### config.mk
export PLATFORM = sky130hd
export DESIGN_NAME = widths_struct_unpack
export DESIGN_NICKNAME = d
export VERILOG_FILES = /design/src/rtl/widths_struct_pkg.sv /design/src/rtl/widths_struct_unpack.sv
export SDC_FILE = /design/constraint.sdc
export NUM_CORES = 1
export LEC_CHECK = 0
export ABC_AREA = 0
export CORE_UTILIZATION = 41
export DETAILED_ROUTE_END_ITERATION = 7
export PLACE_DENSITY = 0.72
export SLEW_MARGIN = 20
export SYNTH_ARGS = -nofsm -noshare
export SYNTH_HDL_FRONTEND = slang
export SYNTH_SLANG_ARGS = --single-unit
### constraint.sdc
create_clock -name clk -period 1.68 [get_ports clk]
set_clock_uncertainty 0.1 [all_clocks]
set_input_delay 0.336 -clock clk [delete_from_list [all_inputs] [get_ports clk]]
set_output_delay 0.336 -clock clk [all_outputs]
set_load 0.05 [all_outputs]
### src/rtl/widths_struct_pkg.sv
// Shared constants and FSM state type for the two-byte frame unpacker.
package widths_struct_pkg;

    localparam int unsigned FRAME_BYTES = 2;
    localparam int unsigned A_W         = 8;
    localparam int unsigned B_W         = 4;
    localparam int unsigned FLAT_W      = A_W + B_W;

    typedef enum logic [1:0] {
        ST_B0,
        ST_B1,
        ST_OUT
    } state_t;

endpackage

### src/rtl/widths_struct_unpack.sv
// Unpacks a byte stream of 2-byte frames {a[7:0]}, {pad[3:0], b[3:0]} into fields.
// Optional pad checking is enabled by defining WIDTHS_STRUCT_UNPACK_PAD_CHECK_EN.
module widths_struct_unpack
    import widths_struct_pkg::*;
#(
    parameter int unsigned CNT_W = 16
) (
    input  logic              clk,
    input  logic              rst,
    input  logic [7:0]        s_data,
    input  logic              s_valid,
    output logic              s_ready,
    output logic [A_W-1:0]    m_a,
    output logic [B_W-1:0]    m_b,
    output logic [FLAT_W-1:0] m_flat,
    output logic              m_valid,
    input  logic              m_ready,
    output logic [CNT_W-1:0]  frame_cnt,
    output logic              pad_err
);

    state_t         state_q;
    state_t         state_d;
    logic [A_W-1:0] byte0_q;
    logic           s_fire;
    logic           m_fire;

    always_comb begin
        state_d = state_q;
        s_ready = 1'b0;
        m_valid = 1'b0;
        case (state_q)
            ST_B0: begin
                s_ready = 1'b1;
                if (s_valid) state_d = ST_B1;
            end
            ST_B1: begin
                s_ready = 1'b1;
                if (s_valid) state_d = ST_OUT;
            end
            ST_OUT: begin
                m_valid = 1'b1;
                if (m_ready) state_d = ST_B0;
            end
            default: state_d = ST_B0;
        endcase
    end

    assign s_fire = s_valid && s_ready;
    assign m_fire = m_valid && m_ready;

    always_ff @(posedge clk) begin
        if (rst) state_q <= ST_B0;
        else     state_q <= state_d;
    end

    // byte0 is staged separately so m_a keeps showing the previous frame
    // until the whole new frame has arrived.
    always_ff @(posedge clk) begin
        if (rst) begin
            byte0_q   <= '0;
            m_a       <= '0;
            m_b       <= '0;
            frame_cnt <= '0;
        end else begin
            if (s_fire && state_q == ST_B0) byte0_q <= s_data;
            if (s_fire && state_q == ST_B1) begin
                m_a <= byte0_q;
                m_b <= s_data[B_W-1:0];
            end
            if (m_fire) frame_cnt <= frame_cnt + 1'b1;
        end
    end

    assign m_flat = {m_a, m_b};

`ifdef WIDTHS_STRUCT_UNPACK_PAD_CHECK_EN
    always_ff @(posedge clk) begin
        if (rst)
            pad_err <= 1'b0;
        else if (s_fire && state_q == ST_B1 && s_data[7:B_W] != '0)
            pad_err <= 1'b1;
    end
`else
    logic unused_pad;
    assign unused_pad = ^s_data[7:B_W];
    assign pad_err    = 1'b0;
`endif

endmodule

==> results.txt <==
----------------------------------------------------
[Outcome]
  Result of the run ... finished, final reports clean

[GRT]
  Wire length of the first global-routing pass ... approximately 6300 µm
  Aggregate global routing overflow ... 0
  Number of global-route vias before repair ... ~1400
  Total track usage ... 19.3%
  Initial antenna violation count ... 0
  Maximum number of pins on one net before global-route repair ... 39

[Placed design]
  Final estimated routing congestion in global placement ... 0.738
  Number of input and output port buffers inserted ... 53
  Detailed-placement wirelength estimate ... between 2000 and 3000 µm
  Post-place instance area ... 0.00257 mm²
  Placed Cells incl. Taps ... 282
  Placement-stage worst setup slack ... -0.455 ns

[Die]
  Die width ... 65.7 µm
  Area of the die ... ~0.0043 mm²
  Die span in y ... between 60 and 70 µm
  Ports placed on the boundary ... 55
  Standard cell core area ... 0.00377 mm²
  Site row count ... 22
  Initial core utilization ... between 40% and 50%

[Critical path]
  Setup crit end kind ... register
  Worst Setup Start Kind ... register
  Maximum fanout count along the critical path ... 4
  WP data required ... 1.81 ns
  Worst setup path class ... reg2reg
  Crit path arrival time ... 1.77 ns

[Clock tree]
  Insertion delay to the later sink of the worst-skew pair ... 0.29 ns
  Sinks on the clock net ... 38
  Num CTS Buffers ... 5
  Clock-pin transition on the worst setup and hold timing paths ... ~0.07 ns
  Hold-fix buffers, CTS ... 0
  Master cell of the clock root buffer ... clkbuf_8
  H-tree lvl count ... 2
  Number of buffers between clock root and the deepest sink ... 2
  Clock tree from TritonCTS ... yes

[Layout]
  Post-synthesis to final-layout area growth ... 63.0%
  Final core utilization ... 71.8%
  Post-route standard cell area excluding fillers ... 0.00271 mm²
  Number of filler cells placed in the layout ... ~280
  Proportion of layout cells with a drive suffix above 1 ... 36.8%
  Final layout net count ... about 250
  Non-filler instance count after layout ... 290
  Area taken by flip-flops and latches ... 787 µm²
  Highest-count cells in the layout ignoring fill and taps ... 34 x buf_12, 26 x nand2_1, 26 x buf_4, 25 x dfxtp_1, 19 x nor2_1
  Most common library cell in the layout ignoring fill and taps ... buf_12
  Diode insertion count for antenna repair ... 0
  Area used by multi-input combinational logic ... ~730 µm²

[Run]
  Number of max-cap violations ... 0

[Drt]
  Number of vias after detailed routing ... between 1000 and 1500
  Remaining number of nets flagged by the antenna check after routing ... 0
  Average wire per cell in the routed design ... ~12 µm
  Count of unresolved DRC violations after routing ... 0
  1st-iter DRT viols ... a little under 80
  DRT Pass-1 Iters ... 4
  DRT Wirelength ... between 3000 and 4000 µm
  Via density per instance ... between 4 and 5

[Logic synthesis]
  Post-synth net total ... 199
  Sequential cell area fraction in the yosys report ... about 46%
  Cell area after synthesis ... about 0.0017 mm²
  Syn. warnings ... 0
  Post-synthesis cell type count ... 35
  Average cell area after synthesis ... slightly below 9 µm²
  Post-synthesis sequential element count ... 38
  Gate Count Post-Synth ... 186

[STA]
  Final count of hold timing violations ... 0
  Least setup slack across all paths after layout ... slightly below 0.04 ns
  Highest Clock Rate ... 609 MHz
  Minimum clock period after layout ... roughly 1.6 ns
  Hold Worst Slack ... roughly 0.36 ns
  Pins Over Slew Limit ... 0
  Final setup fails ... 0
  RSZ-0062 raised after global routing ... no
  Final period utilization ... between 90% and 100%

[Hold path]
  Classification of the worst-slack hold path ... reg2reg

[Power and ir drop]
  Leakage power figure ... between 1 and 1.5 nW
  Total power density per cell area ... approximately 760 mW/mm²
  Worst vdd ir ... 0.524 mV

----------------------------------------------------
-- synth_stat cells --
| master | instances | area share, % |
|---|---|---|
| nor4b_1 | 3 | 1.6 |
| ha_1 | 1 | 0.75 |
| mux2i_1 | 9 | 5.4 |
| xnor2_1 | 7 | 3.7 |
| and2_1 | 1 | 0.38 |
| nand3_4 | 1 | 1.1 |
| dfxtp_1 | 38 | 46 |
| nor3_1 | 2 | 0.60 |
| inv_1 | 3 | 0.68 |
| nand3b_4 | 1 | 1.2 |
| buf_6 | 1 | 0.68 |
| nor2_1 | 20 | 4.5 |
| or3_4 | 1 | 0.68 |
| clkbuf_8 | 1 | 0.83 |
| xor2_1 | 4 | 2.1 |
| or3_2 | 2 | 0.90 |
| and4b_2 | 1 | 0.68 |
| o31ai_1 | 1 | 0.45 |
| nand3_1 | 6 | 1.8 |
| and4_1 | 2 | 1.1 |
| nand4_1 | 4 | 1.5 |
| nor3b_1 | 1 | 0.45 |
| dlygate4sd1_1 | 1 | 0.53 |
| buf_4 | 13 | 5.9 |
| or4_1 | 1 | 0.45 |
| buf_2 | 1 | 0.30 |
| nand2_1 | 26 | 5.9 |
| conb_1 | 1 | 0.23 |
| a21oi_1 | 18 | 5.4 |
| and3_2 | 1 | 0.45 |
| o21ai_0 | 4 | 1.2 |
| or3_1 | 3 | 1.1 |
| and3_1 | 1 | 0.38 |
| clkbuf_1 | 3 | 0.68 |
| buf_1 | 3 | 0.68 |
-- cells by family (layout without fill, tap and decap cells) --
group	Yosys count	after routing	synth area share [%]
AOI/OAI and AO/OA	23	23	7.08
xor gates and xnor gates	11	11	5.80
adders and majority gates	1	1	0.753
buffers and inverters	26	82	10.2
DFF	38	38	45.8
muxes	9	9	5.42
other	1	1	0.226
and+or+nand+nor	77	77	24.7
-- final timing paths --
path / from / end / slack [ns] / depth (start not counted)
setup / recovery: state_q[0]$_SDFFE_PP0P_ / frame_cnt[15]$_SDFFE_PP0P_ / 0.04 / 4
hold / removal: byte0_q[2]$_SDFFE_PP0P_ / m_a[2]$_SDFFE_PP0P_ / 0.36 / 2
setup reg to reg: state_q[0]$_SDFFE_PP0P_ / frame_cnt[15]$_SDFFE_PP0P_ / 0.04 / 4
hold reg to reg: byte0_q[2]$_SDFFE_PP0P_ / m_a[2]$_SDFFE_PP0P_ / 0.36 / 2
-- layer usage --
layer / global-route usage [%] / wire [µm]
met1: 22.0 / 1550
met2: 33.9 / 1800
met4: 8.15 / 65
met5: 0 / 0
met3: 4.51 / 189
-- report_power, final --
part           switching (mW)  leakage, nW  total [mW]  internal [mW]
registers              0.0239        0.316       0.947          0.923
clock network           0.319       0.0678       0.832          0.513
logic                   0.152        0.682       0.284          0.132
-- layout make-up --
cell class / count / area share [%]
tap: 48 / 2.22
timing repair buffer: 71 / 36.4
clock buffer: 8 / 4.90
multi-input combinational: 122 / 27.1
inverter: 3 / 0.416
sequential: 38 / 29.1
-- registers in the layout (all words and copies together) (netlist names) --
register   flops
m_a            8
byte0_q        8
state_q        2
m_b            4
frame_cnt     16
-- per-stage QoR --
step | power [mW] | TNS [ns]
finish | 2.06 | 0
global placement | 1.25 | -3.06
global route | 2.15 | 0
detailed placement | 1.25 | -3.28
CTS | 2.08 | 0
floorplan | 1.14 | -0.119
-- worst max-delay path, stage by stage, from the launching register on --
cell and delay, ns:
dfxtp_2 0.33, nand3b_4 0.14, or3_4 0.40, or4_1 0.47, a21oi_1 0.14
-- timing repair --
item                                    in CTS  in global routing
endpoints found under the setup margin       3                  2
gates resized for setup                      2                  1
pin swaps                                    0                  3
setup buffers                                0                  0
Note: power is estimated with default switching activity, not from simulation.
